--- src/rtl/key_step_counter_pkg.sv ---
// Shared types and constants for the key_step_counter front-panel block.
//   key_state_t : per-key debounce FSM state
//   INC_KEY     : key index that steps the index up
//   DEC_KEY     : key index that steps the index down
package key_step_pkg;

  typedef enum logic [1:0] {
    IDLE       = 2'd0,
    DB_PRESS   = 2'd1,
    PRESSED    = 2'd2,
    DB_RELEASE = 2'd3
  } key_state_t;

  localparam int INC_KEY = 0;
  localparam int DEC_KEY = 1;

endpackage

--- src/rtl/key_step_counter_if.sv ---
// Push-button / index bundle between the panel block and its user.
//   KEY_N       : raw active-low buttons (driven by master)
//   key_pressed : one-cycle press / repeat pulses
//   key_held    : debounced held level
//   index       : bounded selector index
//   index_wrap  : one-cycle pulse when the index wrapped
// master = the side that owns the buttons and consumes the index,
// slave  = key_step_counter itself.
interface key_step_counter_if #(
  parameter int NUM_KEYS = 4,
  parameter int IDX_W    = 5
);
  logic [NUM_KEYS-1:0] KEY_N;
  logic [NUM_KEYS-1:0] key_pressed;
  logic [NUM_KEYS-1:0] key_held;
  logic [IDX_W-1:0]    index;
  logic                index_wrap;

  modport master (
    output KEY_N,
    input  key_pressed, key_held, index, index_wrap
  );

  modport slave (
    input  KEY_N,
    output key_pressed, key_held, index, index_wrap
  );
endinterface

--- src/rtl/key_step_counter_debounce.sv ---
// key_debounce: one push button -> 2-flop synchroniser, debounce FSM,
// one-cycle press pulse and debounced held level.
// Optional auto-repeat when KEY_AUTOREPEAT_EN is defined.
//   Clk       : system clock
//   Reset     : synchronous, active-high
//   i_key_n   : raw button, active low, asynchronous to Clk
//   o_pressed : one-cycle pulse on accepted press (and on each repeat)
//   o_held    : 1 in PRESSED and DB_RELEASE
module key_debounce
  import key_step_pkg::*;
#(
  parameter int DEBOUNCE_CYCLES = 500000,
  parameter int REPEAT_DELAY    = 25000000,
  parameter int REPEAT_PERIOD   = 5000000
) (
  input  logic Clk,
  input  logic Reset,
  input  logic i_key_n,
  output logic o_pressed,
  output logic o_held
);

  localparam int CNT_W = $clog2(DEBOUNCE_CYCLES + 1);

  logic             r_sync1;
  logic             r_sync2;
  key_state_t       r_state;
  key_state_t       w_next;
  logic [CNT_W-1:0] r_cnt;
  logic             w_cnt_done;
  logic             w_accept;
  logic             w_repeat;
  logic             r_pulse;

  // Synchroniser resets to the released level so reset never looks like a press.
  always_ff @(posedge Clk) begin
    if (Reset) begin
      r_sync1 <= 1'b1;
      r_sync2 <= 1'b1;
    end else begin
      r_sync1 <= i_key_n;
      r_sync2 <= r_sync1;
    end
  end

  always_ff @(posedge Clk) begin
    if (Reset) r_state <= IDLE;
    else       r_state <= w_next;
  end

  assign w_cnt_done = (r_cnt == CNT_W'(DEBOUNCE_CYCLES - 1));

  always_comb begin
    w_next = r_state;
    case (r_state)
      IDLE:       if (!r_sync2) w_next = DB_PRESS;
      DB_PRESS:   if (r_sync2) w_next = IDLE;
                  else if (w_cnt_done) w_next = PRESSED;
      PRESSED:    if (r_sync2) w_next = DB_RELEASE;
      DB_RELEASE: if (!r_sync2) w_next = PRESSED;
                  else if (w_cnt_done) w_next = IDLE;
      default:    w_next = IDLE;
    endcase
  end

  // Counter only runs while staying in a debounce state; any level change
  // moves the FSM and therefore restarts the count from zero.
  always_ff @(posedge Clk) begin
    if (Reset) begin
      r_cnt <= '0;
    end else if ((r_state != w_next) || (r_state == IDLE) || (r_state == PRESSED)) begin
      r_cnt <= '0;
    end else begin
      r_cnt <= r_cnt + CNT_W'(1);
    end
  end

  assign w_accept = (r_state == DB_PRESS) && (w_next == PRESSED);

`ifdef KEY_AUTOREPEAT_EN
  localparam int REP_MAX = (REPEAT_DELAY > REPEAT_PERIOD) ? REPEAT_DELAY : REPEAT_PERIOD;
  localparam int REP_W   = $clog2(REP_MAX + 1);

  logic [REP_W-1:0] r_hold;
  logic             r_phase;  // 0: waiting for first repeat, 1: periodic repeats
  logic [REP_W-1:0] w_target;
  logic             w_stay;

  assign w_target = r_phase ? REP_W'(REPEAT_PERIOD - 1) : REP_W'(REPEAT_DELAY - 1);
  // Only cycles that remain in PRESSED advance the hold time; a release
  // bounce freezes it, an accepted release clears it.
  assign w_stay   = (r_state == PRESSED) && !r_sync2;
  assign w_repeat = w_stay && (r_hold == w_target);

  always_ff @(posedge Clk) begin
    if (Reset || (r_state == IDLE) || (r_state == DB_PRESS)) begin
      r_hold  <= '0;
      r_phase <= 1'b0;
    end else if (w_stay) begin
      if (w_repeat) begin
        r_hold  <= '0;
        r_phase <= 1'b1;
      end else begin
        r_hold  <= r_hold + REP_W'(1);
      end
    end
  end
`else
  // Single pulse per press; the repeat timing parameters have no effect.
  assign w_repeat = (REPEAT_DELAY < 0) && (REPEAT_PERIOD < 0);
`endif

  always_ff @(posedge Clk) begin
    if (Reset) r_pulse <= 1'b0;
    else       r_pulse <= w_accept | w_repeat;
  end

  always_comb begin
    o_pressed = r_pulse;
    o_held    = (r_state == PRESSED) || (r_state == DB_RELEASE);
  end

endmodule

--- src/rtl/key_step_counter.sv ---
// key_step_counter: debounces NUM_KEYS active-low buttons and steps a
// bounded index with key 0 (+1) and key 1 (-1).
// Optional feature macro: KEY_AUTOREPEAT_EN (auto-repeat while held).
//   Clk   : system clock
//   Reset : synchronous, active-high
//   bus   : key_step_counter_if slave (KEY_N in; key_pressed, key_held,
//           index, index_wrap out)
module key_step_counter
  import key_step_pkg::*;
#(
  parameter int NUM_KEYS        = 4,
  parameter int IDX_W           = 5,
  parameter int MAX_INDEX       = 21,
  parameter int WRAP            = 1,
  parameter int DEBOUNCE_CYCLES = 500000,
  parameter int REPEAT_DELAY    = 25000000,
  parameter int REPEAT_PERIOD   = 5000000
) (
  input logic          Clk,
  input logic          Reset,
  key_step_counter_if.slave bus
);

  localparam int IDX1 = IDX_W + 1;

  logic [NUM_KEYS-1:0] w_pressed;
  logic [NUM_KEYS-1:0] w_held;
  logic [IDX_W-1:0]    r_index;
  logic                r_wrap;
  logic [IDX_W-1:0]    w_index_nxt;
  logic                w_wrap_nxt;
  logic [IDX1-1:0]     w_up;
  logic [IDX1-1:0]     w_dn;
  logic                w_inc;
  logic                w_dec;

  for (genvar k = 0; k < NUM_KEYS; k++) begin : g_key
    key_debounce #(
      .DEBOUNCE_CYCLES (DEBOUNCE_CYCLES),
      .REPEAT_DELAY    (REPEAT_DELAY),
      .REPEAT_PERIOD   (REPEAT_PERIOD)
    ) u_key (
      .Clk       (Clk),
      .Reset     (Reset),
      .i_key_n   (bus.KEY_N[k]),
      .o_pressed (w_pressed[k]),
      .o_held    (w_held[k])
    );
  end

  assign w_inc = w_pressed[INC_KEY];
  assign w_dec = w_pressed[DEC_KEY];

  // One extra bit exposes both overflow past MAX_INDEX and underflow below 0.
  assign w_up = {1'b0, r_index} + IDX1'(1);
  assign w_dn = {1'b0, r_index} - IDX1'(1);

  always_comb begin
    w_index_nxt = r_index;
    w_wrap_nxt  = 1'b0;
    if (w_inc && !w_dec) begin
      if (w_up > IDX1'(MAX_INDEX)) begin
        if (WRAP != 0) begin
          w_index_nxt = '0;
          w_wrap_nxt  = 1'b1;
        end
      end else begin
        w_index_nxt = w_up[IDX_W-1:0];
      end
    end else if (w_dec && !w_inc) begin
      if (w_dn[IDX_W]) begin
        if (WRAP != 0) begin
          w_index_nxt = IDX_W'(MAX_INDEX);
          w_wrap_nxt  = 1'b1;
        end
      end else begin
        w_index_nxt = w_dn[IDX_W-1:0];
      end
    end
  end

  always_ff @(posedge Clk) begin
    if (Reset) begin
      r_index <= '0;
      r_wrap  <= 1'b0;
    end else begin
      r_index <= w_index_nxt;
      r_wrap  <= w_wrap_nxt;
    end
  end

  assign bus.key_pressed = w_pressed;
  assign bus.key_held    = w_held;
  assign bus.index       = r_index;
  assign bus.index_wrap  = r_wrap;

endmodule
--- src/flat_wrapper.sv ---
// flat-port wrapper written by rule: the top's interface ports become plain ports
module key_step_counter_flat import key_step_pkg::*;
#(
  parameter int NUM_KEYS        = 4,
  parameter int IDX_W           = 5,
  parameter int MAX_INDEX       = 21,
  parameter int WRAP            = 1,
  parameter int DEBOUNCE_CYCLES = 500000,
  parameter int REPEAT_DELAY    = 25000000,
  parameter int REPEAT_PERIOD   = 5000000
)
  (Clk, Reset, bus_KEY_N, bus_key_pressed, bus_key_held, bus_index, bus_index_wrap);
  key_step_counter_if #(.NUM_KEYS(NUM_KEYS), .IDX_W(IDX_W)) bus_i ();
  input logic Clk;
  input logic Reset;
  input wire logic [$bits(bus_i.KEY_N)-1:0] bus_KEY_N;
  output wire logic [$bits(bus_i.key_pressed)-1:0] bus_key_pressed;
  output wire logic [$bits(bus_i.key_held)-1:0] bus_key_held;
  output wire logic [$bits(bus_i.index)-1:0] bus_index;
  output wire logic [$bits(bus_i.index_wrap)-1:0] bus_index_wrap;
  assign bus_i.KEY_N = bus_KEY_N;
  assign bus_key_pressed = bus_i.key_pressed;
  assign bus_key_held = bus_i.key_held;
  assign bus_index = bus_i.index;
  assign bus_index_wrap = bus_i.index_wrap;
  key_step_counter #(.NUM_KEYS(NUM_KEYS), .IDX_W(IDX_W), .MAX_INDEX(MAX_INDEX), .WRAP(WRAP), .DEBOUNCE_CYCLES(DEBOUNCE_CYCLES), .REPEAT_DELAY(REPEAT_DELAY), .REPEAT_PERIOD(REPEAT_PERIOD)) u_core (.Clk(Clk), .Reset(Reset), .bus(bus_i));
endmodule
--- config.mk ---
export PLATFORM = sky130hd
export DESIGN_NAME = key_step_counter_flat
export DESIGN_NICKNAME = d
export VERILOG_FILES = /design/src/rtl/key_step_counter_pkg.sv /design/src/rtl/key_step_counter_if.sv /design/src/rtl/key_step_counter_debounce.sv /design/src/rtl/key_step_counter.sv /design/src/flat_wrapper.sv
export SDC_FILE = /design/constraint.sdc
export NUM_CORES = 1
export LEC_CHECK = 0
export CAP_MARGIN = 20
export CORE_MARGIN = 8
export CORE_UTILIZATION = 35
export CTS_CLUSTER_SIZE = 16
export DETAILED_ROUTE_END_ITERATION = 6
export PLACE_DENSITY = 0.59
export SYNTH_ARGS = -nofsm -noshare
export SYNTH_HDL_FRONTEND = slang
export SYNTH_SLANG_ARGS = --single-unit
--- constraint.sdc ---
create_clock -name Clk -period 1.8 [get_ports Clk]
set_input_delay 0.45 -clock Clk [delete_from_list [all_inputs] [get_ports Clk]]
set_output_delay 0.45 -clock Clk [all_outputs]
set_load 0.02 [all_outputs]
==> results of run 1 <==
==> routing by layer <==
metal  GRT usage  vias up  share of wire
met4      0.0683        0          0.024
met3      0.0220       13          0.031
met2       0.174       43           0.44
met1       0.140     1667           0.50
met5           0        -              0
li1            -     1899              -
==> final timing paths <==
check | startpoint | endpoint | cells after the start
min reg2reg | u_core.g_key[2].u_key.r_sync1 | u_core.g_key[2].u_key.r_sync2 | 1
min | u_core.g_key[2].u_key.r_sync1 | u_core.g_key[2].u_key.r_sync2 | 1
max | u_core.g_key[0].u_key.r_cnt[4] | u_core.g_key[0].u_key.r_state[1] | 5
max reg2reg | u_core.g_key[0].u_key.r_cnt[4] | u_core.g_key[0].u_key.r_state[1] | 5
==> synth_stat cells, types with 2 or more instances <==
master and n:
nor2_1 104, dfxtp_1 102, xor2_1 45, nand2_1 39
nand3_1 29, xnor2_1 25, nand4_1 23, clkbuf_1 15
inv_1 15, nor4_1 12, a21oi_1 11, or2_2 11
nor3_1 10, buf_4 9, ha_1 9, and4_1 7
o21ai_0 7, and3_1 6, buf_2 6, or3_1 5
a31oi_1 4, and2_1 4, nand4b_1 3, nor4b_1 3
mux2_2 2, nand3b_1 2, nor2b_1 2, nor3b_1 2
o2111ai_1 2, o22ai_1 2, or4_1 2
==> timing repair <==
action,4_1_cts,5_1_grt
pin swaps,4,4
setup endpoints to repair,30,79
gates resized for setup,17,16
setup buffers,0,1
==> metrics by stage <==
step / utilization / std cells / TNS [ns]
2_1_floorplan: - / 533 / 0
3_3_place_gp: 0.409 / 741 / -0.0995
3_5_place_dp: 0.409 / 741 / -0.501
4_1_cts: 0.433 / 757 / -0.00390
5_1_grt: 0.437 / 758 / -0.340
6_report: 0.437 / 758 / -0.000421
==> final cells by class <==
cell class              count  area [sq um]  share of cell area
multi-input cells         385          2370               0.427
flip-flops and latches    102          2050               0.371
repair buffers             68           559               0.101
clock buffers               9           225              0.0407
well taps                 172           215              0.0389
clock inverters             7          60.1              0.0108
inverters                  15          56.3              0.0102
==> flip-flops by register name, indices dropped and copies added (netlist names) <==
register	cells
u_core.bus.index	5
u_core.bus.index_wrap	1
u_core.g_key.u_key.o_pressed	4
u_core.g_key.u_key.r_cnt	76
u_core.g_key.u_key.r_state	8
u_core.g_key.u_key.r_sync1	4
u_core.g_key.u_key.r_sync2	4
==> cell families after synthesis <==
logic type,after synthesis
xor gates and xnor gates,70
DFF,102
buffers and inverters,46
AOI/OAI and AO/OA,32
muxes,3
and+or+nand+nor,271
adders and majority gates,9
==> report_power, final <==
part | total, uW | internal [uW] | switching (uW)
combinational | 43.9 | 24.2 | 19.7
sequential | 2270 | 2270 | 5.92
clock | 1880 | 966 | 918
total | 4200 | 3260 | 944
==> impl_metrics.ini, run 1 <==
[global_route]
grt_pass1_vias = 3410
grt_max_degree = 20
antenna_found_initial = 0
grt_pass1_wl_um = 15300
grtUsageTotal = 0.112
grt_remaining_overflow = 0

[routing]
wl_per_cell_um = 11.7
ant_nets = 0
dr_total_vias = 3622
drc = 0
viasPerCell = 4.78
drtPass1Iterations = 4
drt_wl_total_um = 8870
drt_iter0_drc = 279

[synthesis]
synth_top_area_frac = 0.447
syn_inst = 533
synth_nets = 548
synth-compound-area-share = 0.0433
synth_xor_area_frac = 0.134
synth-async-reset-ratio = 0
synthFlopType = dfxtp_1
ys_top_cells_by_area = dfxtp_1, xor2_1, nor2_1
synth_edf_count = 0
ys_ff_latch = 102
synth_seq_area_share = 0.447
synth.area.mux_share = 0.00712
syn_area_sq_um = 4570
synth_top_family_by_area = simple AND/OR/NAND/NOR gates
yosysWarnings = 0
netlist.top_cell.by_area = dfxtp_1
synthSimpleGateAreaFrac = 0.295
synth.distinct_cells = 46
post_synth.cell_area_avg_sq_um = 8.57
synth_fa_ha_area_frac = 0.0247

[finish]
areaGrowthSynthToFinish_pct = 21.2
final_common_cell = nor2_1
finalNetCount = 596
stdcell_area_sq_um = 5540
final_cell_mix = nor2_1, dfxtp_1, buf_4
drive_gt1_frac = 0.176
fillCellCount = 1246
diodes = 0

[sta]
finalHoldViolations = 0
finalCriticalPeriod_ns = 1.80
hold-worst-slack_ns = 0.409
tightestPinTransition_ns = 0.502
fin_crit_sh = 1.00
fmax_ghz = 0.555
drv_slew = 0
rsz0062_at_grt = yes
setup_violations = 1
finClkSkew_ns = 0.00660
setup_ws_ns = -0.000421
maxSlewHeadroom = 0.663

[placement]
io_buffers = 19
placed_cell_area_sq_um = 5190
pre_cts_slack_ns = -0.0328
gp_congestion = 0.819
place_hpwl_um = 6390

[worst_setup_path]
arrival_ns = 2.08
startpoint_type = flip-flop
crit_buf_inv = 0
cpMostUsedCell = or3_1
crit_path_top_delay_cell = or4_4
cp.required_ns = 2.08
worstPathCellList = nand2_1 -> or3_1 -> or4_4 -> or3_1 -> a21oi_2
crit_path_max_fanout = 4
cpLargestDelayFamily = simple AND/OR/NAND/NOR gates
critPathKind = reg -> reg
cp-end-kind = flip-flop
reg2reg_slack_ns = -0.0004
max_stage_delay_ns = 0.57

[floorplan]
row_count = 41
die_h_um = 130
core_sq_um = 12700
start_util = 0.361
die_area_sq_um = 17000
fp.dieW_um = 130
top_level_ports = 20

[run]
drv_cap = 0

[clocking]
clock-sinks = 102
cts_root_buf = clkbuf_16
cts_hold_buf = 0
cts-buffers-inserted = 9
cts_tree = done
htree_levels = 3
clock_latency_ns = 0.35
clockBufferDepth = 2
path_clk_slew_ns = 0.07

[hold_path]
hold_path.class = reg -> reg

[power]
irDropWorstVdd_v = 0.000485
total_power_uw = 4200
power_density_nw_per_um2 = 759
p_leak_uw = 0.00193

[status]
status = complete, but fails checks
failed_checks = setup timing
Note: power is estimated with default switching activity, not from simulation.
==> run 2, diff against run 1 <==
--- a/config.mk
+++ b/config.mk
@@ -8,7 +8,7 @@
 export CAP_MARGIN = 20
 export CORE_MARGIN = 8
 export CORE_UTILIZATION = 35
-export CTS_CLUSTER_SIZE = 16
+export CTS_CLUSTER_SIZE = 24
 export DETAILED_ROUTE_END_ITERATION = 6
 export PLACE_DENSITY = 0.59
 export SYNTH_ARGS = -nofsm -noshare
==> results of run 2 <==
No change in the layout: final DEF, timing and power equal those of run 1.
==> run 3, diff against run 2 <==
--- a/config.mk
+++ b/config.mk
@@ -10,6 +10,7 @@
 export CORE_UTILIZATION = 35
 export CTS_CLUSTER_SIZE = 24
 export DETAILED_ROUTE_END_ITERATION = 6
+export GPL_ROUTABILITY_DRIVEN = 0
 export PLACE_DENSITY = 0.59
 export SYNTH_ARGS = -nofsm -noshare
 export SYNTH_HDL_FRONTEND = slang
==> results of run 3 <==
No change in the layout: final DEF, timing and power equal those of run 1.
